`src/rtl/flex_sipo_framer.sv`:
```
// Serial-to-parallel shift register with a runtime frame length, a held output word,
// a valid/ack handshake and a sticky overrun flag.
module flex_sipo_framer #(
    parameter int NUM_BITS  = 8,
    parameter int SHIFT_MSB = 0,
    localparam int CNT_W    = $clog2(NUM_BITS + 1)
) (
    input  logic                clk,
    input  logic                n_rst,
    input  logic                clear,
    input  logic                shift_enable,
    input  logic                serial_in,
    input  logic [CNT_W-1:0]    frame_len,
    input  logic                data_ack,
    output logic [NUM_BITS-1:0] parallel_out,
    output logic [CNT_W-1:0]    bit_count,
    output logic [NUM_BITS-1:0] data_out,
    output logic                data_valid,
    output logic                overrun
);

    localparam logic [CNT_W-1:0] NB_C = CNT_W'(NUM_BITS);

    logic [CNT_W-1:0]    eff_len;
    logic [CNT_W-1:0]    count_inc;
    logic                complete;
    logic [NUM_BITS-1:0] shift_next;
    logic [NUM_BITS-1:0] capture;

    // Out-of-range frame lengths (0 or wider than the register) mean a full-width frame.
    always_comb begin
        eff_len   = ((frame_len == '0) || (frame_len > NB_C)) ? NB_C : frame_len;
        count_inc = bit_count + 1'b1;
        complete  = shift_enable && (count_inc >= eff_len);
    end

    generate
        if (SHIFT_MSB != 0) begin : g_msb
            logic [NUM_BITS-1:0] len_mask;
            for (genvar gi = 0; gi < NUM_BITS; gi++) begin : g_mask
                assign len_mask[gi] = (CNT_W'(gi) < eff_len);
            end
            assign shift_next = {parallel_out[NUM_BITS-2:0], serial_in};
            assign capture    = shift_next & len_mask;
        end else begin : g_lsb
            // The frame sits in the top L bits; slide it down so it is right-aligned.
            logic [CNT_W-1:0] pad_len;
            assign pad_len    = NB_C - eff_len;
            assign shift_next = {serial_in, parallel_out[NUM_BITS-1:1]};
            assign capture    = shift_next >> pad_len;
        end
    endgenerate

    always_ff @(posedge clk or negedge n_rst) begin
        if (!n_rst) begin
            parallel_out <= '1;
            bit_count    <= '0;
            data_out     <= '0;
            data_valid   <= 1'b0;
            overrun      <= 1'b0;
        end else if (clear) begin
            parallel_out <= '1;
            bit_count    <= '0;
            data_out     <= '0;
            data_valid   <= 1'b0;
            overrun      <= 1'b0;
        end else begin
            if (shift_enable) begin
                parallel_out <= shift_next;
                bit_count    <= complete ? '0 : count_inc;
            end
            // A completing frame always wins over an ack in the same cycle.
            if (complete) begin
                data_out   <= capture;
                data_valid <= 1'b1;
                if (data_valid && !data_ack) begin
                    overrun <= 1'b1;
                end
            end else if (data_ack && data_valid) begin
                data_valid <= 1'b0;
            end
        end
    end

endmodule

```
`config.mk`:
```
export PLATFORM = sky130hd
export DESIGN_NAME = flex_sipo_framer
export DESIGN_NICKNAME = d
export VERILOG_FILES = /design/src/rtl/flex_sipo_framer.sv
export SDC_FILE = /design/constraint.sdc
export NUM_CORES = 1
export LEC_CHECK = 0
export CAP_MARGIN = 20
export CORE_MARGIN = 3
export CORE_UTILIZATION = 53
export DETAILED_ROUTE_END_ITERATION = 6
export GPL_ROUTABILITY_DRIVEN = 0
export PLACE_DENSITY = 0.84
export SETUP_SLACK_MARGIN = 0.4
export SLEW_MARGIN = 15
export SYNTH_ARGS = -nofsm -noshare
export SYNTH_HDL_FRONTEND = slang
export SYNTH_SLANG_ARGS = --single-unit
```
`constraint.sdc`:
```
create_clock -name clk -period 3.75 [get_ports clk]
set_input_delay 0.375 -clock clk [delete_from_list [all_inputs] [get_ports clk]]
set_output_delay 0.375 -clock clk [all_outputs]
set_load 0.005 [all_outputs]
```
# Word level (Yosys, flattened, before mapping)
# Cells that the tools add are included.
[totals]
ff_bits = 22
in_bits = 10
output_inout_bits = 22
wordCells = 35
[op_classes]
add_sub_neg = 2
order_cmp = 2
shift = 1
n_mux = 14
reduce_logical = 11
[op_table]
columns = ["cell", "count"]
rows = [
  ["8-bit two-way mux", 4],
  ["4-bit two-way mux", 4],
  ["8-bit by 4-bit right shift with 8-bit output", 1],
  ["1-bit two-way mux", 6],
  ["2-bit nonzero test", 3],
  ["4-bit by 1-bit adder with 4-bit output, second input constant", 1],
  ["4-bit >= comparator", 1],
  ["4-bit > comparator, second input constant", 1],
  ["4-bit logical NOT", 1],
  ["4-bit subtractor, first input constant", 1],
  ["1-bit logical AND", 3],
  ["3-bit nonzero test", 1],
  ["2-bit AND reduction", 1],
  ["1-bit logical NOT", 1],
  ["1-bit logical OR", 1],
]

# Depth between registers and ports, before layout
# Gate-level depths: netlist (run 1).
[logic_depth]
ltp_word = 8
mapped_depth = 9
depth_no_buf = 8

# Least setup slack after synthesis (run 1)
# OpenSTA, ideal clock, no wires.
[synth_timing]
path_kind = "in2reg"
from = "input frame_len[0]"
to = "register data_out[2]"
setup_time_ps = 138
t_arrival_ps = 2001
required_time_ps = 3612
setup_slack_ps = 1611
path_stages = 8
path_buffers = 1
path_cell_list = "nor2b_1 -> buf_4 -> inv_2 -> ha_1 -> xnor2_4 -> mux4_2 -> a21oi_1 -> a211oi_1"
[synth_via]
elab_chain_len = 7
elab_cells_between_ends = 11
classes_between = "add/sub: 1; order compare: 2; shift: 1; mux: 3; reduce/logical: 4"
[synth_lines]
columns = ["element", "line_no", "source"]
rows = [
  ["from (decl)", "13", "input logic [CNT_W-1:0] frame_len,"],
  ["4-bit > comparator / 4-bit logical NOT (equally long branches)", "32", "eff_len = ((frame_len == '0) || (frame_len > NB_C)) ? NB_C : frame_len;"],
  ["1-bit logical OR", "32", ""],
  ["4-bit two-way mux *", "32", ""],
  ["4-bit subtractor", "48", "assign pad_len = NB_C - eff_len;"],
  ["8-bit by 4-bit right shift with 8-bit output", "50", "assign capture = shift_next >> pad_len;"],
  ["8-bit two-way mux", "73", "if (complete) begin"],
  ["8-bit two-way mux", "61", "end else if (clear) begin"],
  ["to (signal assigned)", "74", "data_out <= capture;"],
  ["to (decl)", "17", "output logic [NUM_BITS-1:0] data_out,"],
]
# Mark *: on every way between the ends. The rest lies on a longest branch, timed or not. The select of a mux whose other input is x is not followed.
# A chain may end at the register's enable or synchronous reset.

# Worst setup path in the final report (run 1)
[layout_timing]
from = "input frame_len[3]"
to = "register data_out[0]"
# Same word-level chain as after synthesis.

==> flow_metrics.env, run 1 <==
export IMPL_reg2reg_slack_ns=1.38
export IMPL_synth_seq_cells=22
export IMPL_root_buffer="clkbuf_4"
export IMPL_yosys_warnings=0
export IMPL_place_area_mm2=0.00168
export IMPL_numCtsBuffers=3
export IMPL_antenna_cells=0
export IMPL_use_met1_pct=26.3
export IMPL_synth_top_cells_by_area="dfrtp_1, dfstp_2, ha_1"
export IMPL_post_cts_setup_buffer_count=0
export IMPL_required_ns=3.92
export IMPL_hp_start="overrun$_DFFE_PN0P_"
export IMPL_port_buffers=31
export IMPL_post_route_min_period_ns=2.81
export IMPL_die_area_mm2=0.00322
export IMPL_antenna_found_initial=0
export IMPL_synth_common_cells="dfrtp_1, nand2_1, nor2_1"
export IMPL_async_flop_share_pct=100
export IMPL_grt_max_degree=23
export IMPL_drt_wl_total_um=3090
export IMPL_clk_latency_ns=0.31
export IMPL_slowest_stage="mux4_2"
export IMPL_cts_tree="done"
export IMPL_ant_nets=0
export IMPL_start_util_pct=58.8
export IMPL_avgSynthCellArea_um2=10.3
export IMPL_synth_top_cell_by_area="dfrtp_1"
export IMPL_cts_htree_levels=1
export IMPL_synthDistinctLibCells=38
export IMPL_grt_busiest_layer="met2"
export IMPL_use_met3_pct=2.76
export IMPL_cts_resized=0
export IMPL_yosysMostFrequentCell="dfrtp_1"
export IMPL_vias_per_cell=6.06
export IMPL_maxSlewViolCount=0
export IMPL_finalInstanceArea_mm2=0.00173
export IMPL_area_delta_synth_final_pct=26.9
export IMPL_drv_cap=0
export IMPL_holdWs_ns=0.513
export IMPL_pwr_share_clk_pct=30.2
export IMPL_worstPathCellList="clkdlybuf4s50_1 -> nor2b_1 -> inv_2 -> ha_1 -> xnor2_4 -> mux4_2 -> mux2i_1 -> a211oi_1"
export IMPL_clock_fmax_mhz=355
export IMPL_num_fill_cells=180
export IMPL_finalClockSkew_ns=0.00763
export IMPL_r2r_end="data_out[4]$_DFFE_PN0P_"
export IMPL_ioPinCount=32
export IMPL_r2r_cells=8
export IMPL_p_int_mw=0.442
export IMPL_critPathLaunchType="input pin"
export IMPL_seq_area_frac_synth_pct=41.1
export IMPL_die_w_um=56.7
export IMPL_drc=0
export IMPL_status="completed"
export IMPL_reg2reg_from="bit_count[0]$_DFFE_PN0P_"
export IMPL_rsz0062_at_grt="no"
export IMPL_die_height_um=56.7
export IMPL_layout_drive_gt1_share_pct=13.7
export IMPL_wl_per_cell_um=16.3
export IMPL_yosys_area_top_type_share_pct=25.7
export IMPL_core_mm2=0.00232
export IMPL_slew_headroom_pct=35.7
export IMPL_grtUsageMet2_pct=34.8
export IMPL_whs_endpoint="overrun$_DFFE_PN0P_"
export IMPL_clock_sink_count=22
export IMPL_worst_pin_slew_ns=0.961
export IMPL_switching_share_pct=26.4
export IMPL_nets=178
export IMPL_whs_path_depth=2
export IMPL_slowest_delay_ns=0.56
export IMPL_grt_pass1_vias=1153
export IMPL_grtUsageTotal_pct=21.0
export IMPL_netlist_instances=133
export IMPL_clk_pin_slew_worst_paths_ns=0.13
export IMPL_powerDensity_mw_per_mm2=347
export IMPL_p_seq_share_pct=44.6
export IMPL_total_power_mw=0.600
export IMPL_critPathKind="input pin to flop"
export IMPL_grt_pass1_wl_um=5350
export IMPL_postCtsHoldBufs=0
export IMPL_hpwl_um=2300
export IMPL_synth_edf_count=0
export IMPL_finalCritPeriodShare_pct=75.0
export IMPL_max_clock_path_buffers=2
export IMPL_switching_power_mw=0.159
export IMPL_crit_fanout=9
export IMPL_p_leak_nw=0.706
export IMPL_ir_drop_mv=0.258
export IMPL_setup_viol=0
export IMPL_hold_class="flop to flop"
export IMPL_syn_area_mm2=0.00136
export IMPL_rows=17
export IMPL_setup_tns_ns=0
export IMPL_comb_power_share_pct=25.2
export IMPL_num_vias=1146
export IMPL_syn_nets=149
export IMPL_first_iter_violations=33
export IMPL_crit_arrival_ns=2.99
export IMPL_ys_flop_type="dfrtp_1"
export IMPL_grt_overflow=0
export IMPL_end_kind="flop"
export IMPL_firstDrtPassIters=4
export IMPL_hold_viol_final=0
-- worst max-delay path, delay by kind of cell --
family | cells | cell delay [ns]
mux | 2 | 0.73
buf+inv | 2 | 0.67
simple gates | 1 | 0.45
fa+ha+maj | 1 | 0.34
xor+xnor | 1 | 0.31
compound gates | 1 | 0.09
-- power by group through the flow --
stage	clock (mW)	combinational (mW)	sequential [mW]
detailed placement	0	0.150	0.272
floorplan	0	0.0917	0.270
CTS	0.187	0.152	0.268
global route	0.196	0.166	0.270
global placement	0	0.144	0.271
finish	0.182	0.151	0.268
-- sequential cells by signal, summed over array words and instances, names as in the netlist --
| signal | cells |
|---|---|
| data_out | 8 |
| overrun | 1 |
| bit_count | 4 |
| data_valid | 1 |
| parallel_out | 8 |
-- cells by family after synthesis --
kind of cell,after synthesis,synth area share [%]
buffers and inverters,10,3.12
muxes,7,8.44
and+or+nand+nor,56,21.9
adders and majority gates,6,5.50
DFF,22,41.1
xor gates and xnor gates,4,3.95
AOI/OAI and AO/OA,28,16.0
-- routing by layer --
layer / routed length, µm / share of wire (%)
met1: 1280 / 41
met2: 1570 / 51
met3: 142 / 4.6
met4: 94 / 3.0
met5: 0 / 0
-- worst max-delay path by stage --
| stage | startpoint | endpoint | slack, ns | depth (start not counted) |
|---|---|---|---|---|
| final | frame_len[3] | data_out[0]$_DFFE_PN0P_ | 0.94 | 8 |
| after global routing | frame_len[3] | data_out[0]$_DFFE_PN0P_ | 0.84 | 8 |
| after CTS | frame_len[3] | data_out[0]$_DFFE_PN0P_ | 0.94 | 8 |
| after detailed placement | frame_len[3] | data_out[2]$_DFFE_PN0P_ | 0.64 | 8 |
| after global placement | frame_len[0] | data_out[2]$_DFFE_PN0P_ | 0.78 | 8 |
| after floorplan | frame_len[0] | data_out[2]$_DFFE_PN0P_ | 1.61 | 8 |
-- cell usage in the layout (no fill, tap or decap), types with 3 or more instances in the layout --
cell type and instances:
a211o_1 8, a211oi_1 3, a21oi_1 9, and2_1 7, clkbuf_4 3, clkdlybuf4s50_1 31, dfrtp_1 14, dfstp_2 8
ha_1 6, mux2i_1 4, nand2_1 12, nand3_1 9, nor2_1 11, nor2b_1 3, nor3_1 3
-- final cells by class --
cell class                 instances  area [µm²]  area share, %
clock inverter                     1        30.0           1.74
clock buffer                       3        22.5           1.30
multi-input combinational        101         761           44.0
timing repair buffer              31         310           17.9
sequential                        22         561           32.4
inverter                           3        11.3          0.651
tap                               28        35.0           2.02
-- per-stage QoR --
step / utilization [%] / setup WS (ns) / instances
2_1_floorplan: - / 1.61 / 133
3_5_place_dp: 72.4 / 0.640 / 185
6_report: 74.6 / 0.936 / 189
3_3_place_gp: 72.4 / 0.780 / 185
4_1_cts: 74.6 / 0.943 / 189
5_1_grt: 74.6 / 0.842 / 189
(Power assumes the default switching activity.)
==> inputs of run 2 (changes only) <==
Settings changed: CORE_UTILIZATION 53 to 44, PLACE_DENSITY 0.84 to 0.75.
Clock period 3.75 ns to 2.45 ns, I/O delays scaled along.
==> run 2 against run 1 <==
Die area up 18%. Utilization down 5.2 points. Design area up 14%. Wire length up 4.4%. Sequential power up 53%. Clock power up 8%. Flip-flop and latch count unchanged. Total power up 51%. Global-route usage down 2.6 points. Setup slack worse by 0.52 ns. Via count up 4.6%. First-iteration DRC count down 42%. Largest power group unchanged.
==> flow_metrics.env, run 2 (synthesized netlist as in run 1, its figures left out) <==
export IMPL_status="completed"
export IMPL_drc=0
export IMPL_end_kind="flop"
export IMPL_area_delta_synth_final_pct=45.2
export IMPL_critPathTopFamily="adder cells"
export IMPL_final_core_util_pct=69.4
export IMPL_clk_latency_ns=0.30
export IMPL_pwr_share_clk_pct=21.7
export IMPL_holdWs_ns=0.412
export IMPL_hpwl_um=2280
export IMPL_hold_class="input pin to asynchronous set/reset pin"
export IMPL_slew_headroom_pct=42.9
export IMPL_grt_pass1_vias=1170
export IMPL_first_iter_violations=19
export IMPL_final_cell_mix="clkdlybuf4s50_1, buf_4, dfrtp_1, nand2_1, nor2_1"
export IMPL_cts_htree_levels=1
export IMPL_start_util_pct=47.8
export IMPL_finalWorstSetupSlack_ns=0.413
export IMPL_post_route_min_period_ns=2.04
export IMPL_grt_overflow=0
export IMPL_hold_viol_final=0
export IMPL_antenna_found_initial=0
export IMPL_core_mm2=0.00285
export IMPL_setup_viol=0
export IMPL_ant_nets=0
export IMPL_critPathLaunchType="flop"
export IMPL_final_common_cell="clkdlybuf4s50_1"
export IMPL_wl_per_cell_um=15.1
export IMPL_die_area_mm2=0.00380
export IMPL_ir_drop_mv=0.350
export IMPL_drv_cap=0
export IMPL_p_int_mw=0.653
export IMPL_grt_max_degree=23
export IMPL_clock_fmax_mhz=491
export IMPL_slowest_delay_ns=0.46
export IMPL_post_place_ws_ns=-0.0832
export IMPL_drt_wl_total_um=3230
export IMPL_critPathKind="flop to flop"
export IMPL_postCtsHoldBufs=0
export IMPL_die_w_um=61.7
export IMPL_ioPinCount=32
export IMPL_antenna_cells=0
export IMPL_place_area_mm2=0.00176
export IMPL_vias_per_cell=5.63
export IMPL_required_ns=2.62
export IMPL_clock_sink_count=22
export IMPL_die_height_um=61.7
export IMPL_maxSlewViolCount=0
export IMPL_crit_fanout=4
export IMPL_crit_arrival_ns=2.21
export IMPL_slowest_stage="dfrtp_2"
export IMPL_p_leak_nw=0.836
export IMPL_finalClockSkew_ns=0.00143
export IMPL_rsz0062_at_grt="yes"
export IMPL_finalInstanceArea_mm2=0.00198
export IMPL_numCtsBuffers=3
export IMPL_finalCritPeriodShare_pct=83.2
export IMPL_grtUsageTotal_pct=18.4
export IMPL_firstDrtPassIters=4
export IMPL_port_buffers=31
export IMPL_clk_pin_slew_worst_paths_ns=0.11
export IMPL_num_vias=1199
export IMPL_root_buffer="clkbuf_4"
export IMPL_max_clock_path_buffers=2
export IMPL_critPathBufInv=2
export IMPL_worstPathCellList="ha_4 -> ha_4 -> a2111oi_4 -> buf_4 -> nor3_4 -> buf_4 -> mux2i_1 -> nor2_1"
export IMPL_total_power_mw=0.905
export IMPL_powerDensity_mw_per_mm2=457
export IMPL_reg_largest_list="data_out (8), parallel_out (8), bit_count (4)"
export IMPL_switching_power_mw=0.252
export IMPL_nets=199
export IMPL_rows=19
export IMPL_comb_power_share_pct=32.9
export IMPL_layout_drive_gt1_share_pct=31.3
export IMPL_p_seq_share_pct=45.3
export IMPL_cts_tree="done"
export IMPL_worst_pin_slew_ns=0.853
export IMPL_grt_pass1_wl_um=5290
export IMPL_switching_share_pct=27.9
## run 2: cell types whose count changed in the layout (fill, tap and decap cells not counted), sizes merged
cell / change
bufinv: -1
clkdlybuf4s50: -1
clkbuf: +1
dlymetal6s2s: +1
buf: +21
## run 2: final cells by class
type | instances | area, µm²
fillers | 223 | 872
multi-input cells | 101 | 853
flip-flops and latches | 22 | 563
repair buffers | 52 | 478
well taps | 31 | 38.8
clock buffers | 4 | 36.3
inverters | 3 | 11.3
## run 2: metal layers
metal  wire length [µm]  track usage (%)  vias up  share of wire (%)
li1                   -                -      580                  -
met1               1350             23.2      578                 42
met2               1710             31.7       35                 53
met3                135             4.82        6                4.2
met4                 23             3.33        0               0.71
met5                  0                0        -                  0
## run 2: path summary, 6_finish.rpt
kind	startpoint	to	slack, ns	cells after the start
worst max-delay path	bit_count[0]$_DFFE_PN0P_	data_out[6]$_DFFE_PN0P_	0.41	8
worst min-delay path	n_rst	data_out[2]$_DFFE_PN0P_	0.41	1
worst max register to register	bit_count[0]$_DFFE_PN0P_	data_out[6]$_DFFE_PN0P_	0.41	8
worst min register to register	data_out[5]$_DFFE_PN0P_	data_out[5]$_DFFE_PN0P_	0.52	2
max in group asynchronous	n_rst	parallel_out[6]$_DFFE_PN1P_	1.36	2
min in group clk	data_out[5]$_DFFE_PN0P_	data_out[5]$_DFFE_PN0P_	0.52	2
## run 2: metrics by stage
stage / cells / setup TNS [ns]
floorplan: 133 / 0
global placement: 198 / -0.0126
detailed placement: 198 / -0.216
CTS: 210 / 0
global route: 213 / 0
finish: 213 / 0
## run 2: power by group through the flow
stage,combinational (mW),clock [mW],sequential (mW)
detailed placement,0.247,0,0.416
global route,0.327,0.217,0.413
finish,0.298,0.197,0.410
CTS,0.283,0.206,0.410
floorplan,0.140,0,0.414
global placement,0.241,0,0.415
## run 2: timing repair
action                     CTS  global route
buffers inserted             8             3
resized for setup           13             8
setup endpoints to repair   13            12
pin swaps                    6             3
==> inputs of run 3 (changes only) <==
Settings changed: CORE_UTILIZATION 44 to 49, PLACE_DENSITY 0.75 to 0.79.
Clock period 2.45 ns to 2 ns, I/O delays scaled along.
==> run 3 against run 2 <==
The run now ends with setup timing left. Flip-flop and latch count unchanged. Setup slack worse by 0.51 ns. Sequential power increased by 21%. Register-to-register slack got worse by 0.51 ns. Die area shrank 9.2%. Critical path type unchanged. Critical endpoint is now data_out[2]$_DFFE_PN0P_. Largest power group unchanged.
==> flow_metrics.env, run 3 (synthesized netlist as in run 1, its figures left out) <==
export IMPL_dp_cells=204
export IMPL_ant_nets=0
export IMPL_final_core_util_pct=84.3
export IMPL_grtUsageTotal_pct=20.6
export IMPL_critPathTopFamily="flip-flops"
export IMPL_p_leak_nw=0.918
export IMPL_clock_fmax_mhz=477
export IMPL_cts_htree_levels=1
export IMPL_clock_sink_count=22
export IMPL_antenna_cells=0
export IMPL_reg_largest_list="data_out (8), parallel_out (8), bit_count (4)"
export IMPL_setup_viol=4
export IMPL_grt_max_degree=23
export IMPL_finalInstanceArea_mm2=0.00216
export IMPL_ioPinCount=32
export IMPL_cts_tree="done"
export IMPL_end_kind="flop"
export IMPL_reg2reg_slack_ns=-0.09
export IMPL_max_clock_path_buffers=2
export IMPL_finalClockSkew_ns=0.00766
export IMPL_cp_common_cell="ha_4"
export IMPL_place_area_mm2=0.00186
export IMPL_hold_class="input pin to asynchronous set/reset pin"
export IMPL_grt_pass1_wl_um=5520
export IMPL_hold_viol_final=0
export IMPL_grt_overflow=0
export IMPL_core_mm2=0.00257
export IMPL_r2r_cells=9
export IMPL_total_power_mw=1.27
export IMPL_drt_wl_total_um=3880
export IMPL_wl_per_cell_um=17.5
export IMPL_clk_latency_ns=0.32
export IMPL_slowest_delay_ns=0.48
export IMPL_maxSlewViolCount=0
export IMPL_drc=0
export IMPL_grt_pass1_vias=1225
export IMPL_die_height_um=58.8
export IMPL_final_cell_mix="buf_4, clkdlybuf4s50_1, nand2_1, dfrtp_1"
export IMPL_first_iter_violations=52
export IMPL_worst_pin_slew_ns=0.332
export IMPL_hpwl_um=2250
export IMPL_start_util_pct=53.1
export IMPL_die_area_mm2=0.00345
export IMPL_drv_cap=0
export IMPL_slowest_stage="dfrtp_2"
export IMPL_finalCritPeriodShare_pct=105
export IMPL_violations="setup timing"
export IMPL_rsz0062_at_grt="yes"
export IMPL_critPathLaunchType="flop"
export IMPL_critPathKind="flop to flop"
export IMPL_instances_no_fill=222
export IMPL_area_delta_synth_final_pct=58.7
export IMPL_die_w_um=58.8
export IMPL_numCtsBuffers=3
export IMPL_setup_tns_ns=-0.168
export IMPL_r2r_end="data_out[2]$_DFFE_PN0P_"
export IMPL_crit_arrival_ns=2.34
export IMPL_final_common_cell="buf_4"
export IMPL_powerDensity_mw_per_mm2=589
export IMPL_crit_fanout=5
export IMPL_ir_drop_mv=0.575
export IMPL_num_vias=1267
export IMPL_post_route_min_period_ns=2.09
export IMPL_root_buffer="clkbuf_4"
export IMPL_post_place_ws_ns=-0.328
export IMPL_layout_drive_gt1_share_pct=40.1
export IMPL_required_ns=2.24
export IMPL_finalWorstSetupSlack_ns=-0.0948
export IMPL_reg2reg_from="bit_count[0]$_DFFE_PN0P_"
export IMPL_firstDrtPassIters=4
export IMPL_vias_per_cell=5.71
export IMPL_status="finished with violations"
export IMPL_holdWs_ns=0.219
export IMPL_port_buffers=31
export IMPL_critPathBufInv=1
export IMPL_rows=18
export IMPL_worstPathCellList="ha_4 -> xor2_2 -> ha_4 -> o21a_1 -> nor2_4 -> buf_4 -> nor3_4 -> nor2_1 -> a211oi_2"
export IMPL_antenna_found_initial=0
export IMPL_slew_headroom_pct=77.8
export IMPL_clk_pin_slew_worst_paths_ns=0.14
export IMPL_nets=209
## run 3: final cells by class
cell class	count	area [µm²]
multi-input combinational	102	938
sequential	22	563
timing repair buffer	61	557
fill	132	403
tap	30	37.5
clock inverter	1	30.0
clock buffer	3	22.5
inverter	3	16.3
## run 3: worst max-delay path by stage
stage / cells after the start / end / startpoint / slack, ns
after CTS: 8 / data_out[2]$_DFFE_PN0P_ / bit_count[1]$_DFFE_PN0P_ / 0.02
after detailed placement: 9 / data_out[0]$_DFFE_PN0P_ / frame_len[0] / -0.33
final: 9 / data_out[2]$_DFFE_PN0P_ / bit_count[0]$_DFFE_PN0P_ / -0.09
after global routing: 9 / data_out[2]$_DFFE_PN0P_ / bit_count[0]$_DFFE_PN0P_ / -0.19
after floorplan: 7 / data_out[3]$_DFFE_PN0P_ / bit_count[0]$_DFFE_PN0P_ / 0.06
after global placement: 9 / data_out[0]$_DFFE_PN0P_ / frame_len[0] / -0.30
## run 3: power breakdown
group | internal, mW | switching [mW] | leakage, nW | total [mW]
Sequential | 0.478 | 0.0188 | 0.274 | 0.496
Combinational | 0.228 | 0.198 | 0.617 | 0.426
Clock | 0.203 | 0.150 | 0.0279 | 0.353
## run 3: layer usage
metal	up-vias	share of wire [%]	GRT usage (%)
met5	-	0	0
met3	9	3.6	2.41
met1	621	42	26.1
li1	597	-	-
met4	0	2.1	9.06
met2	40	52	35.2
## run 3: what timing repair did
action / CTS / global route
gates resized for setup: 4 / 28
setup buffers: 9 / 4
setup endpoints to repair: 21 / 21
hold buffers: 0 / 0
cloned: 1 / 0
pin swaps: 2 / 18
